File: src/rtl/cmp_pkg.sv
// Shared definitions for the iterative compare unit.
// Holds funct3 codes, FSM encodings and result decode helpers.
package cmp_pkg;

  localparam logic [2:0] OP_BEQ  = 3'b000;
  localparam logic [2:0] OP_BNE  = 3'b001;
  localparam logic [2:0] OP_SLT  = 3'b010;
  localparam logic [2:0] OP_SLTU = 3'b011;
  localparam logic [2:0] OP_BLT  = 3'b100;
  localparam logic [2:0] OP_BGE  = 3'b101;
  localparam logic [2:0] OP_BLTU = 3'b110;
  localparam logic [2:0] OP_BGEU = 3'b111;

  typedef enum logic [1:0] {
    ST_IDLE = 2'd0,
    ST_SCAN = 2'd1,
    ST_DONE = 2'd2
  } state_t;

  typedef struct packed {
    logic taken;
    logic less;
    logic eq;
  } cmp_result_t;

  function automatic logic is_signed(input logic [2:0] op);
    return (op == OP_SLT) || (op == OP_BLT) || (op == OP_BGE);
  endfunction

  // Maps the raw less/eq flags onto the branch-taken or set-less-than bit.
  function automatic logic decode_taken(input logic [2:0] op, input logic less, input logic eq);
    logic r;
    case (op)
      OP_BEQ:                             r = eq;
      OP_BNE:                             r = ~eq;
      OP_SLT, OP_SLTU, OP_BLT, OP_BLTU:   r = less;
      default:                            r = ~less;
    endcase
    return r;
  endfunction

endpackage

File: src/rtl/cmp_chunk.sv
// Combinational unsigned compare of one operand chunk.
module cmp_chunk #(
  parameter int unsigned CHUNK = 8
) (
  input  logic [CHUNK-1:0] a,
  input  logic [CHUNK-1:0] b,
  output logic             lt,
  output logic             eq
);

  assign lt = (a < b);
  assign eq = (a == b);

endmodule

File: src/rtl/iter_cmp_unit.sv
// Multi-cycle operand comparator scanning CHUNK bits per cycle from the MSB,
// decoding RISC-V funct3 into a taken/set result behind valid/ready handshakes.
module iter_cmp_unit
  import cmp_pkg::*;
#(
  parameter int unsigned WIDTH      = 32,
  parameter int unsigned CHUNK      = 8,
  parameter int unsigned EARLY_EXIT = 1
) (
  input  logic             clk,
  input  logic             rst_n,
  input  logic             flush,
  input  logic             in_valid,
  output logic             in_ready,
  input  logic [WIDTH-1:0] a,
  input  logic [WIDTH-1:0] b,
  input  logic [2:0]       op,
  output logic             out_valid,
  input  logic             out_ready,
  output logic             out_taken,
  output logic             out_less,
  output logic             out_eq,
  output logic             busy
);

  localparam int unsigned NCHUNK = WIDTH / CHUNK;
  localparam int unsigned IDXW   = (NCHUNK > 1) ? $clog2(NCHUNK) : 1;

  state_t            state, state_d;
  logic [IDXW-1:0]   idx, idx_d;
  logic [WIDTH-1:0]  a_q, a_d, b_q, b_d;
  logic [2:0]        op_q, op_d;
  logic              decided, decided_d;
  logic              dec_less, dec_less_d;
  cmp_result_t       res_q, res_d;
  logic              out_valid_d, in_ready_d, busy_d;

  logic [CHUNK-1:0]  ca, cb;
  logic              c_lt, c_eq;
  logic              last;

  // Select the chunk currently under comparison, MSB chunk first.
  always_comb begin
    ca = '0;
    cb = '0;
    for (int i = 0; i < NCHUNK; i++) begin
      if (idx == IDXW'(i)) begin
        ca = a_q[WIDTH-1-i*CHUNK -: CHUNK];
        cb = b_q[WIDTH-1-i*CHUNK -: CHUNK];
      end
    end
  end

  assign last = (idx == IDXW'(NCHUNK-1));

  cmp_chunk #(.CHUNK(CHUNK)) u_chunk (
    .a  (ca),
    .b  (cb),
    .lt (c_lt),
    .eq (c_eq)
  );

  // Next-state and next-output logic.
  always_comb begin
    state_d     = state;
    idx_d       = idx;
    a_d         = a_q;
    b_d         = b_q;
    op_d        = op_q;
    decided_d   = decided;
    dec_less_d  = dec_less;
    res_d       = res_q;
    out_valid_d = out_valid;

    case (state)
      ST_IDLE: begin
        if (in_valid) begin
          // Flipping the sign bit turns a signed compare into an unsigned one.
          a_d            = a;
          b_d            = b;
          a_d[WIDTH-1]   = a[WIDTH-1] ^ is_signed(op);
          b_d[WIDTH-1]   = b[WIDTH-1] ^ is_signed(op);
          op_d           = op;
          idx_d          = '0;
          decided_d      = 1'b0;
          dec_less_d     = 1'b0;
          state_d        = ST_SCAN;
        end
      end
      ST_SCAN: begin
        if ((EARLY_EXIT != 0) && !c_eq) begin
          res_d.less  = c_lt;
          res_d.eq    = 1'b0;
          res_d.taken = decode_taken(op_q, c_lt, 1'b0);
          out_valid_d = 1'b1;
          state_d     = ST_DONE;
        end else begin
          if (!c_eq && !decided) begin
            decided_d  = 1'b1;
            dec_less_d = c_lt;
          end
          if (last) begin
            res_d.less  = decided_d & dec_less_d;
            res_d.eq    = ~decided_d;
            res_d.taken = decode_taken(op_q, decided_d & dec_less_d, ~decided_d);
            out_valid_d = 1'b1;
            state_d     = ST_DONE;
          end else begin
            idx_d = idx + IDXW'(1);
          end
        end
      end
      ST_DONE: begin
        if (out_ready) begin
          out_valid_d = 1'b0;
          state_d     = ST_IDLE;
        end
      end
      default: begin
        out_valid_d = 1'b0;
        state_d     = ST_IDLE;
      end
    endcase

    if (flush) begin
      out_valid_d = 1'b0;
      state_d     = ST_IDLE;
    end

    in_ready_d = (state_d == ST_IDLE);
    busy_d     = (state_d != ST_IDLE);
  end

  // State and result registers.
  always_ff @(posedge clk or negedge rst_n) begin
    if (!rst_n) begin
      state     <= ST_IDLE;
      idx       <= '0;
      a_q       <= '0;
      b_q       <= '0;
      op_q      <= '0;
      decided   <= 1'b0;
      dec_less  <= 1'b0;
      res_q     <= '0;
      out_valid <= 1'b0;
      in_ready  <= 1'b1;
      busy      <= 1'b0;
    end else begin
      state     <= state_d;
      idx       <= idx_d;
      a_q       <= a_d;
      b_q       <= b_d;
      op_q      <= op_d;
      decided   <= decided_d;
      dec_less  <= dec_less_d;
      res_q     <= res_d;
      out_valid <= out_valid_d;
      in_ready  <= in_ready_d;
      busy      <= busy_d;
    end
  end

  assign out_taken = res_q.taken;
  assign out_less  = res_q.less;
  assign out_eq    = res_q.eq;

endmodule

File: config.mk
export PLATFORM = sky130hd
export DESIGN_NAME = iter_cmp_unit
export DESIGN_NICKNAME = d
export VERILOG_FILES = /design/src/rtl/cmp_pkg.sv /design/src/rtl/cmp_chunk.sv /design/src/rtl/iter_cmp_unit.sv
export SDC_FILE = /design/constraint.sdc
export NUM_CORES = 1
export LEC_CHECK = 0
export ABC_AREA = 1
export CELL_PAD_IN_SITES_DETAIL_PLACEMENT = 0
export CELL_PAD_IN_SITES_GLOBAL_PLACEMENT = 2
export CORE_UTILIZATION = 32
export DETAILED_ROUTE_END_ITERATION = 7
export GPL_TIMING_DRIVEN = 1
export PLACE_DENSITY_LB_ADDON = 0.1
export SYNTH_ARGS = -nofsm -noshare
export SYNTH_HDL_FRONTEND = slang
export SYNTH_SLANG_ARGS = --single-unit
File: constraint.sdc
create_clock -name clk -period 6.4 [get_ports clk]
set_input_delay 0.96 -clock clk [delete_from_list [all_inputs] [get_ports clk]]
set_output_delay 0.96 -clock clk [all_outputs]
set_load 0.02 [all_outputs]
==> results of run 1 <==
[cells by family (layout without fill, tap and decap cells)]
| family | after synthesis | count (layout) |
|---|---|---|
| AO/OA/AOI/OAI | 72 | 72 |
| XOR/XNOR | 2 | 2 |
| adder cells (fa/ha/maj) | 12 | 12 |
| buffers and inverters | 41 | 111 |
| flip-flops | 79 | 79 |
| multiplexers | 1 | 1 |
| AND/OR/NAND/NOR | 265 | 265 |
[routing by layer]
layer | GRT usage, % | vias to the layer above | part of all wire (%)
li1 | - | 1644 | -
met4 | 7.03 | 0 | 2.2
met5 | 0 | - | 0
met1 | 24.1 | 1471 | 50
met2 | 25.8 | 78 | 43
met3 | 3.16 | 16 | 4.0
[worst max-delay path, stage by stage (launching register included)]
cell	delay, ns
sky130_fd_sc_hd__dfrtp_1	0.40
sky130_fd_sc_hd__inv_1	0.10
sky130_fd_sc_hd__ha_1	0.68
sky130_fd_sc_hd__nor2_4	0.25
sky130_fd_sc_hd__a221oi_1	0.45
sky130_fd_sc_hd__o31ai_1	0.18
sky130_fd_sc_hd__ha_1	0.36
sky130_fd_sc_hd__nand2_1	0.09
sky130_fd_sc_hd__nor2_4	0.13
sky130_fd_sc_hd__nand2_4	0.10
sky130_fd_sc_hd__o21ai_4	0.20
sky130_fd_sc_hd__mux2_2	0.35
[how the worst max path moves through the flow]
stage / from / to / slack, ns / depth (start not counted)
floorplan: idx[1] / out_less / 3.84 / 14
global placement: idx[1] / out_less / 2.97 / 11
detailed placement: idx[1] / out_less / 3.01 / 11
CTS: idx[1] / out_less / 2.99 / 11
global route: idx[1] / out_taken / 2.74 / 14
finish: idx[1] / out_less / 2.99 / 11
[final cells by class]
cell class / count / share of cell area, %
Tap cell: 143 / 3.57
Sequential cell: 79 / 39.4
Clock inverter: 7 / 2.04
Timing Repair Buffer: 78 / 15.5
Multi-Input combinational cell: 352 / 33.7
Inverter: 17 / 1.27
Clock buffer: 9 / 4.49
[power breakdown]
group          switching, W  leakage (nW)  total (W)  internal [W]
clock              0.000221         0.157   0.000567      0.000347
combinational      0.000231          1.34   0.000400      0.000169
sequential        0.0000496         0.979   0.000633      0.000583
total              0.000501          2.48    0.00160       0.00110
[through the flow]
| step | utilization (%) | total power (W) |
|---|---|---|
| finish | 43.4 | 0.00160 |
| global route | 43.4 | 0.00171 |
| CTS | 43.4 | 0.00162 |
| detailed placement | 40.5 | 0.00105 |
| global placement | 40.5 | 0.00104 |
| floorplan | - | 0.000894 |
[state kept, by name (all words and copies together) (netlist names), 2 cells and up]
signal and flops:
a_q 32, b_q 32, idx 2, op_q 3, state 2
[layout by cell type (no fill, tap or decap)]
master	n
sky130_fd_sc_hd__clkdlybuf4s50_1	76
sky130_fd_sc_hd__dfstp_2	1
sky130_fd_sc_hd__bufinv_16	2
sky130_fd_sc_hd__nand2_1	227
sky130_fd_sc_hd__nand2_2	2
sky130_fd_sc_hd__nand2_4	2
sky130_fd_sc_hd__o21ai_0	21
sky130_fd_sc_hd__inv_2	5
sky130_fd_sc_hd__nand3b_1	1
sky130_fd_sc_hd__a31oi_1	1
sky130_fd_sc_hd__clkinvlp_4	1
sky130_fd_sc_hd__a21o_1	1
sky130_fd_sc_hd__nand3_1	9
sky130_fd_sc_hd__nor2_2	1
sky130_fd_sc_hd__clkbuf_16	9
sky130_fd_sc_hd__mux2_2	1
sky130_fd_sc_hd__o21ai_1	6
sky130_fd_sc_hd__o21ai_4	1
sky130_fd_sc_hd__xnor2_1	2
sky130_fd_sc_hd__o31ai_1	4
sky130_fd_sc_hd__or2_4	1
sky130_fd_sc_hd__nand3_2	1
sky130_fd_sc_hd__a21oi_1	21
sky130_fd_sc_hd__dfrtp_1	78
sky130_fd_sc_hd__ha_1	12
sky130_fd_sc_hd__nor3_2	1
sky130_fd_sc_hd__a21oi_2	1
sky130_fd_sc_hd__buf_4	2
sky130_fd_sc_hd__nor2_1	16
sky130_fd_sc_hd__a22oi_1	12
sky130_fd_sc_hd__inv_1	12
sky130_fd_sc_hd__inv_6	3
sky130_fd_sc_hd__clkinv_4	1
sky130_fd_sc_hd__nor2_4	4
sky130_fd_sc_hd__a221oi_1	4
==> impl_summary.md, run 1 <==
Floorplan
The die footprint is 0.0125 mm2. For this configuration, the core starts out at a cell density of between 30% and 40%. The total I/O pin count is between 70 and 80.

The width of the die is approximately 110 um. The number of rows created at floorplan is 39. The overall die height is 112 um.

The core area is about 0.012 mm2.

Clock tree
Clock-pin slew was measured on the worst setup and hold paths at about 0.060 ns. The clock net sink count is 79. The post-cts gate resize count is 0.

The clock root buffer master is sky130_fd_sc_hd__clkbuf_16. TritonCTS built the clock tree. The clock tree synthesis step divided the H-tree into 3 levels. Once the clock tree was built, the setup fixing pass inserted 0 buffers. After clock tree synthesis, the flow added hold-fix buffers numbering 0. The TritonCTS buffer count is 9. For the worst-skew pair, the clock arrives at the later sink with an insertion delay of 0.34 ns. The worst-case clock buffer depth is 2.

Synth
The compound-cell area share of the yosys netlist is 11.3%. The most common cell in the synthesized netlist is sky130_fd_sc_hd__nand2_1. Sequential cells were found to cover between 50 and 60% of the synthesized design area. The register bit count reported by yosys is 79. For this run, the number of Yosys warnings is 0.

After Yosys synthesis, XOR and XNOR cells account for less than 1% of the synthesized area. The number of nets in the synthesized netlist is 556. The largest family of logic cells by synthesized area is simple AND/OR/NAND/NOR gates. The number of enable flip-flop cells after synthesis is 0.

The top-area cell type share of the netlist area is 50.7%. The adder-cell share of the synthesized area is around 3.9%. The portion of netlist area occupied by mux cells is less than 1%.

The post-synthesis average cell area is 8.16 um2. By area the synthesized netlist is led by sky130_fd_sc_hd__dfrtp_1 (51%), sky130_fd_sc_hd__nand2_1 (22%), sky130_fd_sc_hd__ha_1 (3.9%). In the synthesized netlist the async set-or-reset flop fraction comes to 100%. The fraction of the mapped netlist area in simple logic gates is about 28%. Summing every instance area after synthesis gives approximately 0.0038 mm2.

The most used flip-flop cell after synthesis is sky130_fd_sc_hd__dfrtp_1. The count of different cell masters after synthesis is 31. The post-synthesis cell type with the largest combined area is sky130_fd_sc_hd__dfrtp_1.

The commonest cells after synthesis are sky130_fd_sc_hd__nand2_1 (228), sky130_fd_sc_hd__dfrtp_1 (78), sky130_fd_sc_hd__a21oi_1 (21), sky130_fd_sc_hd__o21ai_0 (21), sky130_fd_sc_hd__buf_2 (19). The number of instances in the synthesized netlist is 472.

Place
The count of buffers added on input and output ports is between 70 and 80. The number of instances in the placed design is ~670. The placement-stage cell area is 0.00469 mm2. At the placement stage, the worst setup path has a slack of between 3 and 4 ns. The congestion estimate from routability-driven global placement came to 0.771. After legalization and detailed placement, the total HPWL measured approximately 6400 um.

Finish
After the flow finishes, the layout carries non-filler instances totaling 685. The total number of nets in the final design is between 600 and 700. The area of the multi-input gates is between 0.0015 and 0.002 mm2. The ratio of cells with drive above 1 in the final layout is 7.20%. The area growth from synthesis to layout is 30.3%. The layout has about 1200 filler cells.

The sequential cells in the finished layout cover a total of just under 0.002 mm2. The finished cells cover ~0.0050 mm2. The number of antenna diodes in the final layout is 0.

Critical path
Counting cells, the worst reg-to-reg path comes to 11. The critical path in this run is classified as reg2reg. The slack of the worst reg-to-reg path is 2.99 ns. STA classifies the critical path startpoint as a flop. The peak fanout along the critical path is 17. The data required time of the worst path is ~6.6 ns. The reg-to-reg endpoint is out_less. The startpoint identified for the worst register-to-register timing path is idx[1]. The data arrival at the endpoint of the critical path is 3.63 ns. The type of destination of the critical path is a flop.

STA
Subtracting the final worst setup slack from the clock period gives between 3 and 4 ns. For this run, the top clock speed supported by timing is 294 MHz. The final critical-path setup slack is ~3.0 ns. Setup repair after global routing left no endpoint under its margin. The number of setup violations in the final report is 0. The worst setup skew after layout is approximately 0.0070 ns. The sum of negative setup slack is 0 ns. The total count of hold-check failures in the final report is 0. For the pin with the worst max-slew slack, the measured transition is 1.04 ns. The tightest hold margin is ~0.47 ns.

The number of pins with negative max-slew slack in the final report came to 0. The share of the cycle needed by the critical path after routing is a little over half. Headroom to the max-slew limit came out at between 30% and 40%.

Power
The peak supply drop is about 0.13 mV. The power density over the cells is around 320 mW/mm2. For this design the static power due to leakage is between 2 and 2.5 nW.

Global route
The overall track demand over capacity in global routing is about 17%. The number of antenna violations at the first check in global routing was 0. The via count of the first global-routing pass is between 3000 and 4000. Summed over all layers, the global routing overflow is 0. The first-pass GRT wire length is about 17000 um. Entering global routing, the biggest net connects 80 pins.

Outcome
The flow ran to the end, but the final reports show violations. The final reports fail on DRC.

Detailed routing
The wire length after detailed routing is between 9000 and 10000 um. The first TritonRoute pass finished after 6 iterations. The DRC violations left is 4.

Dividing the detail-routed via count by the number of cells gives approximately 4.7. The routed layout has 3209 vias. The detail route stage leaves a number of antenna-violating nets equal to 0. For this block, the initial DRC count from the detailed router was between 150 and 200. In the final routed layout, each cell accounts on average for 14.2 um.

Worst hold path
The worst hold path terminates at out_valid. The number of cells on the worst hold path is 2. The path class of the tightest hold or removal check is reg2reg. The beginning of the worst hold path is out_valid.

Job
Max-cap violations in this run came to 0.
(Power assumes the default switching activity.)
==> run 2, diff against run 1 <==
CORE_UTILIZATION = 30   (was 32)
clock period = 3.2 ns   (was 6.4 ns; I/O delays follow)
==> run 2 against run 1 <==
  * The flow now finishes without violations
  * Combinational power grew 110%
  * Sequential share of layout area shrank 0.76 points
  * Utilization shrank 2.7 points
  * Non-clock buffer count grew 7
  * Count of clock-buffer cells in the layout grew 2
  * Highest routed layer unchanged
  * First-iteration DRC count grew 12%
  * Final cell count grew 5.3%
==> impl_summary.md, run 2 (same netlist as run 1, synthesis figures left out) <==
Outcome
The flow ran to the end, and the final reports show no timing, DRC or antenna violations.

STA
The share of the cycle needed by the critical path after routing is 90.2% (+37 points). The total count of hold-check failures in the final report came to 0 (unchanged). The actual slew at the worst max-slew pin is 0.998 ns (-0.0391 ns). The worst setup skew after layout is 0.00877 ns (+0.00177 ns). Setup repair after global routing left no endpoint under its margin. The highest achievable clock rate is 346 MHz (+18%).

The tightest slew margin relative to the limit is 33.4% (+2.7 points). The sum of negative setup slack is 0 ns (unchanged). The number of pins with negative max-slew slack in the final report came to 0 (unchanged).

The number of setup violations in the final report is 0 (unchanged). The post-route minimum period is 2.89 ns (-0.519 ns).

Floorplan
The overall die height is 115 um (+3.2%). The number of rows created at floorplan was 41 (+5.1%). The width of the die is 115 um (+3.2%). The die footprint is 0.0133 mm2 (+6.6%). The total I/O pin count came to 78 (unchanged).

The core area is 0.0126 mm2 (+8.7%). The initial core utilization came to 30.6% (-2.7 points).

Critical path
The worst setup path is launched from a flop. The category of the most critical setup path is reg2reg. The origin of the worst setup path is idx[0]. The slack of the worst reg-to-reg path is 0.31 ns (-2.68 ns). The worst setup path is captured at a flop.

The data arrival at the endpoint of the critical path came to 3.11 ns (-0.52 ns). The startpoint identified for the worst register-to-register timing path is idx[0]. The peak fanout along the critical path is 8 (-9). The data required time of the worst path is 3.43 ns (-3.19 ns).

Finish
The area of the multi-input gates was 0.00170 mm2 (+0.37%). The fill cell total of the finished layout is 1335 (+14%). The ratio of cells with drive above 1 in the final layout was 8.20% (+1.0 points). The commonest non-fill, non-tap cell in the layout is sky130_fd_sc_hd__nand2_1. The area growth from synthesis to layout is 32.9%. In the final layout, the registers with the most flip-flops are a_q (32), b_q (32), op_q (3). In the layout the commonest cells are sky130_fd_sc_hd__nand2_1 (227), sky130_fd_sc_hd__dfrtp_1 (78), sky130_fd_sc_hd__clkdlybuf4s50_1 (76). The footprint of the flip-flops and latches is 0.00198 mm2 (unchanged). The number of antenna diodes is 0 (unchanged). The total number of nets in the final design came to 628 (+1.1%).

Clock tree
The clock net sink count is 79 (unchanged). The clock input transition at the sequential cells of the worst setup and hold paths is 0.06 ns (about the same). The TritonCTS buffer count came to 9 (unchanged).

The cell sitting at the root of the clock tree is a sky130_fd_sc_hd__clkbuf_16. The TritonCTS clock tree is yes. The H-tree depth is 3 (unchanged). The worst-case clock buffer depth is 2 (unchanged). The clock latency on the worst-skew pair came to 0.34 ns (about the same).

Global route
The number of antenna violations at the first check in global routing came to 0 (unchanged). The pin count of the biggest net entering global routing is 80 (unchanged). The first-pass GRT wire length is 16100 um (-3.8%). The total congestion overflow after global routing was 0 (unchanged). The overall track demand over capacity in global routing is 16.2% (-0.94 points). The via count of the first global-routing pass is 3148 (-5.2%).

Power
The sum of internal, switching and leakage power came to 0.00315 W (+97%). The power density over the cells is 617 mW/mm2 (+93%). The leakage power is 2.51 nW (+1.4%). The peak supply drop came to 0.283 mV (+120%).

Place
The estimated wirelength of the detail-placed design is 6990 um (+9.2%). The number of buffers inserted by port buffering came to 77 (unchanged). The weighted congestion at the end of routability-driven global placement is 0.782 (+1.4%).

Detailed routing
The number of iterations in the first detailed-routing pass came to 4 (-2). The post-detailed-route count of antenna-violating nets came to 0 (unchanged). The DRC violations left is 0 (-4). The total vias in the final route is 3244 (+1.1%). The per-cell via count in the routed design is 4.50 (-4.0%). The routed length per instance is 13.6 um (-3.9%).

The wire length after detailed routing is 9820 um (+1.2%). The violation count after the first detailed-routing iteration is 216 (+12%).

Job
The max-cap check violation count was 0 (unchanged).

Worst hold path
The path class of the tightest hold or removal check is in2async.
[run 2: cell count changes in the layout (fill, tap and decap cells not counted), moves of 2 or more]
cell	previous run	this run
sky130_fd_sc_hd__buf_4	2	7
sky130_fd_sc_hd__buf_12	0	2
sky130_fd_sc_hd__o21ai_0	21	19
sky130_fd_sc_hd__o21ai_1	6	8
[run 2: cell type report]
class	instances	area share, %
Clock buffer	11	4.74
Clock inverter	5	1.25
Inverter	17	1.25
Multi-Input combinational cell	352	33.2
Sequential cell	79	38.7
Tap cell	172	4.21
Timing Repair Buffer	85	16.7
[run 2: final timing paths]
| check | cells after the start | to |
|---|---|---|
| min in group clk | 2 | out_valid |
| worst min register to register | 2 | out_valid |
| worst max-delay path | 18 | out_taken |
| worst max register to register | 18 | out_taken |
| worst min-delay path | 1 | a_q[7] |
| max in group asynchronous | 1 | out_valid |
[run 2: power by group]
part           switching [W]  leakage [nW]  total [W]  internal, W
combinational       0.000466          1.39   0.000825     0.000359
clock               0.000424         0.147    0.00106     0.000634
sequential          0.000106         0.979    0.00127      0.00117
total               0.000995          2.51    0.00315      0.00216
[run 2: metal layers]
| layer | vias to the layer above | track usage (%) | routed length [um] |
|---|---|---|---|
| li1 | 1659 | - | - |
| met1 | 1514 | 22.0 | 4840 |
| met2 | 66 | 25.1 | 4430 |
| met3 | 5 | 5.11 | 471 |
| met4 | 0 | 3.64 | 77 |
| met5 | - | 0 | 0 |
[run 2: worst max-delay path, cell delays in order (launching register included)]
cell and delay [ns]:
sky130_fd_sc_hd__dfrtp_1 0.41, sky130_fd_sc_hd__inv_1 0.12, sky130_fd_sc_hd__ha_1 0.16, sky130_fd_sc_hd__inv_1 0.06
sky130_fd_sc_hd__nor2_4 0.16, sky130_fd_sc_hd__buf_4 0.18, sky130_fd_sc_hd__a22oi_1 0.07, sky130_fd_sc_hd__o21ai_0 0.23
sky130_fd_sc_hd__o21ai_0 0.17, sky130_fd_sc_hd__ha_1 0.32, sky130_fd_sc_hd__nand2_1 0.09, sky130_fd_sc_hd__nor2_4 0.13
sky130_fd_sc_hd__nand2_4 0.10, sky130_fd_sc_hd__inv_2 0.11, sky130_fd_sc_hd__nand3_1 0.08, sky130_fd_sc_hd__a31oi_1 0.16
sky130_fd_sc_hd__nand2_1 0.07, sky130_fd_sc_hd__nand3_1 0.08, sky130_fd_sc_hd__nand2_1 0.05
[run 2: repair_timing]
action | 4_1_cts | 5_1_grt
hold buffers | 0 | 0
buffers inserted | 0 | 2
resized for setup | 0 | 3
setup endpoints to repair | 0 | 7
[run 2: metrics by stage]
step / setup WS [ns] / cell area [um2] / std cells / utilization, % / hold WS (ns)
6_report: 0.314 / 5120 / 721 / 40.7 / 0.280
3_5_place_dp: 0.135 / 4790 / 703 / 38.1 / 0.462
4_1_cts: 0.108 / 5090 / 719 / 40.5 / 0.350
2_1_floorplan: 0.637 / 3850 / 472 / - / 0.184
5_1_grt: 0.0187 / 5120 / 721 / 40.7 / 0.369
3_3_place_gp: 0.168 / 4790 / 703 / 38.1 / 0.458
